`config.mk`:
```
export PLATFORM = sky130hd
export DESIGN_NAME = alu_share_arbiter_flat
export DESIGN_NICKNAME = d
export VERILOG_FILES = /design/src/rtl/alu_share_arbiter_if.sv /design/src/rtl/alu_share_arbiter.sv /design/src/flat_wrapper.sv
export SDC_FILE = /design/constraint.sdc
export NUM_CORES = 1
export LEC_CHECK = 0
export CAP_MARGIN = 20
export CORE_MARGIN = 10
export CORE_UTILIZATION = 44
export DETAILED_ROUTE_END_ITERATION = 10
export PLACE_DENSITY = 0.82
export SLEW_MARGIN = 20
export SYNTH_ARGS = -nofsm -noshare
export SYNTH_HDL_FRONTEND = slang
export SYNTH_SLANG_ARGS = --single-unit
export TNS_END_PERCENT = 50
```
`constraint.sdc`:
```
create_clock -name clk -period 2.5 [get_ports clk]
set_input_delay 0.5 -clock clk [delete_from_list [all_inputs] [get_ports clk]]
set_output_delay 0.5 -clock clk [all_outputs]
set_load 0.03 [all_outputs]
```
`src/rtl/alu_share_arbiter_if.sv`:
```
`default_nettype none
// ============================================================================
//  Module      : alu_share_arbiter_if
//  Description : Bundle of the request, response and ALU-side signals of the
//                shared-ALU arbiter.
//                  slave  - arbiter view (takes requests, drives the ALU)
//                  master - environment view (requesters + ALU core)
//  Signals     : req0_*/req1_*  valid/ready handshake plus a, b, op
//                rsp_*          tagged one-cycle response (id/result/flags/err)
//                alu_*          operands/opcode/start out, done/result/flags in
//  Revision    : 1.0  initial release
// ============================================================================
interface alu_share_arbiter_if #(
    parameter int DATA_W = 8,
    parameter int OP_W   = 3
);
    logic              req0_valid;
    logic              req0_ready;
    logic [DATA_W-1:0] req0_a;
    logic [DATA_W-1:0] req0_b;
    logic [OP_W-1:0]   req0_op;

    logic              req1_valid;
    logic              req1_ready;
    logic [DATA_W-1:0] req1_a;
    logic [DATA_W-1:0] req1_b;
    logic [OP_W-1:0]   req1_op;

    logic              rsp_valid;
    logic              rsp_id;
    logic [DATA_W-1:0] rsp_result;
    logic              rsp_zero;
    logic              rsp_carry;
    logic              rsp_err;

    logic [DATA_W-1:0] alu_a;
    logic [DATA_W-1:0] alu_b;
    logic [OP_W-1:0]   alu_op;
    logic              alu_start;
    logic              alu_done;
    logic [DATA_W-1:0] alu_result;
    logic              alu_zero;
    logic              alu_carry;

    modport slave (
        input  req0_valid, req0_a, req0_b, req0_op,
        output req0_ready,
        input  req1_valid, req1_a, req1_b, req1_op,
        output req1_ready,
        output rsp_valid, rsp_id, rsp_result, rsp_zero, rsp_carry, rsp_err,
        output alu_a, alu_b, alu_op, alu_start,
        input  alu_done, alu_result, alu_zero, alu_carry
    );

    modport master (
        output req0_valid, req0_a, req0_b, req0_op,
        input  req0_ready,
        output req1_valid, req1_a, req1_b, req1_op,
        input  req1_ready,
        input  rsp_valid, rsp_id, rsp_result, rsp_zero, rsp_carry, rsp_err,
        input  alu_a, alu_b, alu_op, alu_start,
        output alu_done, alu_result, alu_zero, alu_carry
    );
endinterface
`default_nettype wire

```
`src/rtl/alu_share_arbiter.sv`:
```
`default_nettype none
// ============================================================================
//  Module      : alu_share_arbiter
//  Description : Shares one ALU core between two requesters. Round-robin
//                grant, operand latch, one-cycle start pulse, wait for done
//                with timeout, and a tagged one-cycle response.
//  Ports       : clk    - single rising-edge clock
//                reset  - synchronous, active-high
//                bus    - alu_share_arbiter_if.slave (requests, response, ALU)
//  Revision    : 1.0  initial release
// ============================================================================
module alu_share_arbiter #(
    parameter int DATA_W  = 8,
    parameter int OP_W    = 3,
    parameter int TIMEOUT = 15
) (
    input  wire logic           clk,
    input  wire logic           reset,
    alu_share_arbiter_if.slave  bus
);

    localparam int                   c_TIMER_W   = $clog2(TIMEOUT + 1);
    localparam logic [c_TIMER_W-1:0] c_TIMER_LAST = c_TIMER_W'(TIMEOUT - 1);

    typedef enum logic [1:0] {
        S_IDLE  = 2'd0,
        S_ISSUE = 2'd1,
        S_WAIT  = 2'd2,
        S_RESP  = 2'd3
    } state_t;

    state_t               r_state;
    state_t               w_state_next;

    logic                 r_last_grant;
    logic                 r_id;
    logic [DATA_W-1:0]    r_a;
    logic [DATA_W-1:0]    r_b;
    logic [OP_W-1:0]      r_op;
    logic [c_TIMER_W-1:0] r_timer;

    logic                 r_rsp_id;
    logic [DATA_W-1:0]    r_rsp_result;
    logic                 r_rsp_zero;
    logic                 r_rsp_carry;
    logic                 r_rsp_err;

    logic                 w_grant_valid;
    logic                 w_grant_id;
    logic                 w_done;
    logic                 w_timeout;

    // ------------------------------------------------------------------------
    // Next-state / grant decode
    // ------------------------------------------------------------------------
    always_comb begin
        w_state_next  = r_state;
        w_grant_valid = 1'b0;
        w_grant_id    = 1'b0;
        w_done        = 1'b0;
        w_timeout     = 1'b0;

        case (r_state)
            S_IDLE: begin
                // Ready is combinational, so it is held off while reset is
                // asserted to keep every output quiet during reset.
                if (!reset && (bus.req0_valid || bus.req1_valid)) begin
                    w_grant_valid = 1'b1;
                    if (bus.req0_valid && bus.req1_valid) begin
                        w_grant_id = ~r_last_grant;
                    end else begin
                        w_grant_id = bus.req1_valid;
                    end
                    w_state_next = S_ISSUE;
                end
            end
            S_ISSUE: begin
                w_state_next = S_WAIT;
            end
            S_WAIT: begin
                // A done strobe in the final timer cycle still wins.
                if (bus.alu_done) begin
                    w_done       = 1'b1;
                    w_state_next = S_RESP;
                end else if (r_timer == c_TIMER_LAST) begin
                    w_timeout    = 1'b1;
                    w_state_next = S_RESP;
                end
            end
            S_RESP: begin
                w_state_next = S_IDLE;
            end
            default: begin
                w_state_next = S_IDLE;
            end
        endcase
    end

    // ------------------------------------------------------------------------
    // State, operand latch, timer and response registers
    // ------------------------------------------------------------------------
    always_ff @(posedge clk) begin
        if (reset) begin
            r_state      <= S_IDLE;
            r_last_grant <= 1'b1;
            r_id         <= 1'b0;
            r_a          <= '0;
            r_b          <= '0;
            r_op         <= '0;
            r_timer      <= '0;
            r_rsp_id     <= 1'b0;
            r_rsp_result <= '0;
            r_rsp_zero   <= 1'b0;
            r_rsp_carry  <= 1'b0;
            r_rsp_err    <= 1'b0;
        end else begin
            r_state <= w_state_next;

            if (w_grant_valid) begin
                r_id <= w_grant_id;
                if (w_grant_id) begin
                    r_a  <= bus.req1_a;
                    r_b  <= bus.req1_b;
                    r_op <= bus.req1_op;
                end else begin
                    r_a  <= bus.req0_a;
                    r_b  <= bus.req0_b;
                    r_op <= bus.req0_op;
                end
            end

            // Cleared on every launch, so it never reaches TIMEOUT and
            // cannot wrap.
            if (r_state == S_ISSUE) begin
                r_timer <= '0;
            end else if (r_state == S_WAIT && !w_done && !w_timeout) begin
                r_timer <= r_timer + 1'b1;
            end

            // Response fields are loaded on the way into RESP and then held
            // until the next operation completes.
            if (w_done) begin
                r_rsp_id     <= r_id;
                r_rsp_result <= bus.alu_result;
                r_rsp_zero   <= bus.alu_zero;
                r_rsp_carry  <= bus.alu_carry;
                r_rsp_err    <= 1'b0;
            end else if (w_timeout) begin
                r_rsp_id     <= r_id;
                r_rsp_result <= '0;
                r_rsp_zero   <= 1'b0;
                r_rsp_carry  <= 1'b0;
                r_rsp_err    <= 1'b1;
            end

            if (r_state == S_RESP) begin
                r_last_grant <= r_rsp_id;
            end
        end
    end

    // ------------------------------------------------------------------------
    // Outputs
    // ------------------------------------------------------------------------
    assign bus.req0_ready = w_grant_valid && !w_grant_id;
    assign bus.req1_ready = w_grant_valid &&  w_grant_id;

    assign bus.alu_start  = (r_state == S_ISSUE);
    assign bus.alu_a      = r_a;
    assign bus.alu_b      = r_b;
    assign bus.alu_op     = r_op;

    assign bus.rsp_valid  = (r_state == S_RESP);
    assign bus.rsp_id     = r_rsp_id;
    assign bus.rsp_result = r_rsp_result;
    assign bus.rsp_zero   = r_rsp_zero;
    assign bus.rsp_carry  = r_rsp_carry;
    assign bus.rsp_err    = r_rsp_err;

endmodule
`default_nettype wire
```
`src/flat_wrapper.sv`:
```
// flat-port wrapper written by rule: the top's interface ports become plain ports
module alu_share_arbiter_flat 
#(
    parameter int DATA_W  = 8,
    parameter int OP_W    = 3,
    parameter int TIMEOUT = 15
)
  (clk, reset, bus_req0_valid, bus_req0_a, bus_req0_b, bus_req0_op, bus_req0_ready, bus_req1_valid, bus_req1_a, bus_req1_b, bus_req1_op, bus_req1_ready, bus_rsp_valid, bus_rsp_id, bus_rsp_result, bus_rsp_zero, bus_rsp_carry, bus_rsp_err, bus_alu_a, bus_alu_b, bus_alu_op, bus_alu_start, bus_alu_done, bus_alu_result, bus_alu_zero, bus_alu_carry);
  alu_share_arbiter_if #(.DATA_W(DATA_W), .OP_W(OP_W)) bus_i ();
  input  wire logic clk;
  input  wire logic reset;
  input wire logic [$bits(bus_i.req0_valid)-1:0] bus_req0_valid;
  input wire logic [$bits(bus_i.req0_a)-1:0] bus_req0_a;
  input wire logic [$bits(bus_i.req0_b)-1:0] bus_req0_b;
  input wire logic [$bits(bus_i.req0_op)-1:0] bus_req0_op;
  output wire logic [$bits(bus_i.req0_ready)-1:0] bus_req0_ready;
  input wire logic [$bits(bus_i.req1_valid)-1:0] bus_req1_valid;
  input wire logic [$bits(bus_i.req1_a)-1:0] bus_req1_a;
  input wire logic [$bits(bus_i.req1_b)-1:0] bus_req1_b;
  input wire logic [$bits(bus_i.req1_op)-1:0] bus_req1_op;
  output wire logic [$bits(bus_i.req1_ready)-1:0] bus_req1_ready;
  output wire logic [$bits(bus_i.rsp_valid)-1:0] bus_rsp_valid;
  output wire logic [$bits(bus_i.rsp_id)-1:0] bus_rsp_id;
  output wire logic [$bits(bus_i.rsp_result)-1:0] bus_rsp_result;
  output wire logic [$bits(bus_i.rsp_zero)-1:0] bus_rsp_zero;
  output wire logic [$bits(bus_i.rsp_carry)-1:0] bus_rsp_carry;
  output wire logic [$bits(bus_i.rsp_err)-1:0] bus_rsp_err;
  output wire logic [$bits(bus_i.alu_a)-1:0] bus_alu_a;
  output wire logic [$bits(bus_i.alu_b)-1:0] bus_alu_b;
  output wire logic [$bits(bus_i.alu_op)-1:0] bus_alu_op;
  output wire logic [$bits(bus_i.alu_start)-1:0] bus_alu_start;
  input wire logic [$bits(bus_i.alu_done)-1:0] bus_alu_done;
  input wire logic [$bits(bus_i.alu_result)-1:0] bus_alu_result;
  input wire logic [$bits(bus_i.alu_zero)-1:0] bus_alu_zero;
  input wire logic [$bits(bus_i.alu_carry)-1:0] bus_alu_carry;
  assign bus_i.req0_valid = bus_req0_valid;
  assign bus_i.req0_a = bus_req0_a;
  assign bus_i.req0_b = bus_req0_b;
  assign bus_i.req0_op = bus_req0_op;
  assign bus_req0_ready = bus_i.req0_ready;
  assign bus_i.req1_valid = bus_req1_valid;
  assign bus_i.req1_a = bus_req1_a;
  assign bus_i.req1_b = bus_req1_b;
  assign bus_i.req1_op = bus_req1_op;
  assign bus_req1_ready = bus_i.req1_ready;
  assign bus_rsp_valid = bus_i.rsp_valid;
  assign bus_rsp_id = bus_i.rsp_id;
  assign bus_rsp_result = bus_i.rsp_result;
  assign bus_rsp_zero = bus_i.rsp_zero;
  assign bus_rsp_carry = bus_i.rsp_carry;
  assign bus_rsp_err = bus_i.rsp_err;
  assign bus_alu_a = bus_i.alu_a;
  assign bus_alu_b = bus_i.alu_b;
  assign bus_alu_op = bus_i.alu_op;
  assign bus_alu_start = bus_i.alu_start;
  assign bus_i.alu_done = bus_alu_done;
  assign bus_i.alu_result = bus_alu_result;
  assign bus_i.alu_zero = bus_alu_zero;
  assign bus_i.alu_carry = bus_alu_carry;
  alu_share_arbiter #(.DATA_W(DATA_W), .OP_W(OP_W), .TIMEOUT(TIMEOUT)) u_core (.clk(clk), .reset(reset), .bus(bus_i));
endmodule
```
==> results_dict.tcl <==
set metrics [dict create \
    status "complete, no violations" \
    synth_warnings 0 \
    p_leak_nw 1.04 \
    post-route-util_pct 70.1 \
    post-route-period-util_pct 86.0 \
    fin_tns_setup_ns 0 \
    dp.cells 321 \
    coreArea_mm2 0.00403 \
    busiest_layer "met2" \
    ff2ff_path_depth 5 \
    gp_congestion 0.752 \
    whs_path_depth 2 \
    root_buffer "clkbuf_8" \
    hold_buffers 0 \
    fmax_mhz 465 \
    cts_tree "built" \
    viasPerCell 5.27 \
    crit_required_ns 2.00 \
    grt-ovfl-total 0 \
    die_area_mm2 0.00721 \
    die_y_um 84.9 \
    p_comb_share_pct 47.0 \
    clockPowerShare_pct 19.0 \
    yosys.area.top_type "dfxtp_1" \
    antenna_found_initial 0 \
    slew_viol_final 0 \
    worstSetupStartpointType "primary input" \
    yosysMostFrequentCell "dfxtp_1" \
    vdd_drop_max_mv 0.429 \
    grt_max_degree 26 \
    ys_seq_area_share_pct 42.1 \
    grt_use_met2_pct 22.6 \
    use_met1_pct 16.1 \
    grt_pass1_wl_mm 8.61 \
    mappedNetlistArea_mm2 0.00185 \
    hold_violations 0 \
    place_hpwl_mm 4.03 \
    layout-drive-gt1-share_pct 15.1 \
    insertion_delay_ns 0.29 \
    power.density_mw_per_mm2 858 \
    num_rows 23 \
    syn_avg_cell_area_um2 9.71 \
    dr.pass1.iters 4 \
    vias 1733 \
    post-route-min-period_ns 2.15 \
    drtAntennaViolNets 0 \
    switchingPower_mw 0.947 \
    synth_flop_cell "dfxtp_1" \
    synth_common_cells "dfxtp_1 (39), nand2_1 (31), a21oi_1 (24)" \
    worst_pin_slew_ns 0.569 \
    drv_cap 0 \
    fin_worst_skew_ns 0.00807 \
    setup_violations 0 \
    htreeDepth 2 \
    grt_pass1_vias 1787 \
    stdcell_area_mm2 0.00283 \
    place_area_mm2 0.00273 \
    postCtsSetupBuffers 0 \
    critPathKind "primary input to output port" \
    ioPinCount 88 \
    fin_cells 329 \
    drc 0 \
    cts.sinks 39 \
    synthDistinctLibCells 41 \
    synth_top_area_share_pct 42.1 \
    area_delta_synth_final_pct 52.4 \
    cts_resized 0 \
    timing.slew.headroom_pct 62.0 \
    synth.area.top_cells "dfxtp_1 (42%), a311oi_2 (8.1%), a21oi_1 (6.5%)" \
    nNetsFinal 337 \
    hold_class "flop to flop" \
    start_util_pct 46.0 \
    ys_ff_latch 39 \
    diodes 0 \
    crit_path_end_kind "output port" \
    routed_wl_mm 5.22 \
    p_int_mw 1.48 \
    io_buffer_count 87 \
    fp.dieW_um 84.9 \
    synth_nets 250 \
    swShare_pct 39.1 \
    seqPwrFrac_pct 34.0 \
    avgRoutedWirePerCell_um 15.9 \
    met3_usage_pct 8.13 \
    synth_edf_count 0 \
    synthArstFlopShare_pct 0 \
    setup_ws_ns 0.351 \
    post-place-ws_ns 0.341 \
    drtIter0Drc 48 \
    grt_usage_pct 14.1 \
    clk_path_buf_depth 2 \
    numCtsBuffers 5 \
    cp.arrival_ns 1.65 \
    rsz0062_at_grt "no" \
    netlist_instances 191 \
    cts.reportedPaths.clkPinSlew_ns 0.08 \
    crit_fanout 4 \
]
## cells by family after synthesis
| group | after synthesis | synth area share [%] |
|---|---|---|
| buffers and inverters | 20 | 7.09 |
| AND/OR/NAND/NOR | 53 | 13.6 |
| AO/OA/AOI/OAI | 72 | 32.7 |
| adder cells (fa/ha/maj) | 6 | 4.05 |
| multiplexers | 1 | 0.540 |
| flip-flops | 39 | 42.1 |
## layer usage
metal	wire length, µm	vias to the layer above
met5	0	-
met4	36	0
met3	526	4
met2	2370	67
met1	2290	785
li1	-	877
## critical path, stage by stage
cell	delay (ns)
clkdlybuf4s50_1	0.57
o21bai_2	0.12
nor3_1	0.25
buf_4	0.21
## placed cells by master (no fill, tap or decap), drive strengths merged, types with 2 or more instances in the layout
cell type      count
clkbuf             8
ha                 6
nand2b             2
a22o              10
clkdlybuf4s50     85
inv                7
o21ai              3
nand2             39
dfxtp             39
a21oi             25
nand3              4
a311oi            20
nor2               3
buf                8
## power by group through the flow
stage	sequential (mW)	combinational, mW	clock [mW]
after floorplan	1.03	0.542	0
after global placement	0.832	1.13	0
after detailed placement	0.835	1.15	0
after CTS	0.823	1.15	0.471
after global routing	0.839	1.23	0.502
final	0.823	1.14	0.460
## registers in the layout, summed over array words and instances, names as in the netlist, 2 cells and up
signal / flops
u_core.bus.alu_a: 8
u_core.bus.alu_b: 8
u_core.bus.alu_op: 3
u_core.bus.rsp_result: 8
u_core.r_state: 2
u_core.r_timer: 4
## final cells by class
type,count,area [µm²]
inverters,7,28.8
clock buffers,8,100
repair buffers,93,911
fillers,346,1200
flip-flops and latches,39,781
multi-input cells,132,942
well taps,50,62.6
## path summary, 6_finish.rpt
check	endpoint	slack (ns)	start
max	bus_req0_ready	0.35	bus_req0_valid
max reg2reg	u_core.r_timer[2]$_SDFFE_PP0P_	0.85	u_core.r_state[0]$_SDFFE_PP0P_
min	u_core.bus.rsp_id$_SDFFE_PP0P_	0.47	u_core.r_id$_SDFFE_PP0N_
min reg2reg	u_core.bus.rsp_id$_SDFFE_PP0P_	0.47	u_core.r_id$_SDFFE_PP0N_
## through the flow
step	power [mW]	hold slack, ns
2_1_floorplan	1.57	0.440
3_3_place_gp	1.97	0.461
3_5_place_dp	1.98	0.466
4_1_cts	2.44	0.476
5_1_grt	2.57	0.509
6_report	2.42	0.470
No activity file was read; power rests on OpenSTA's default activity.
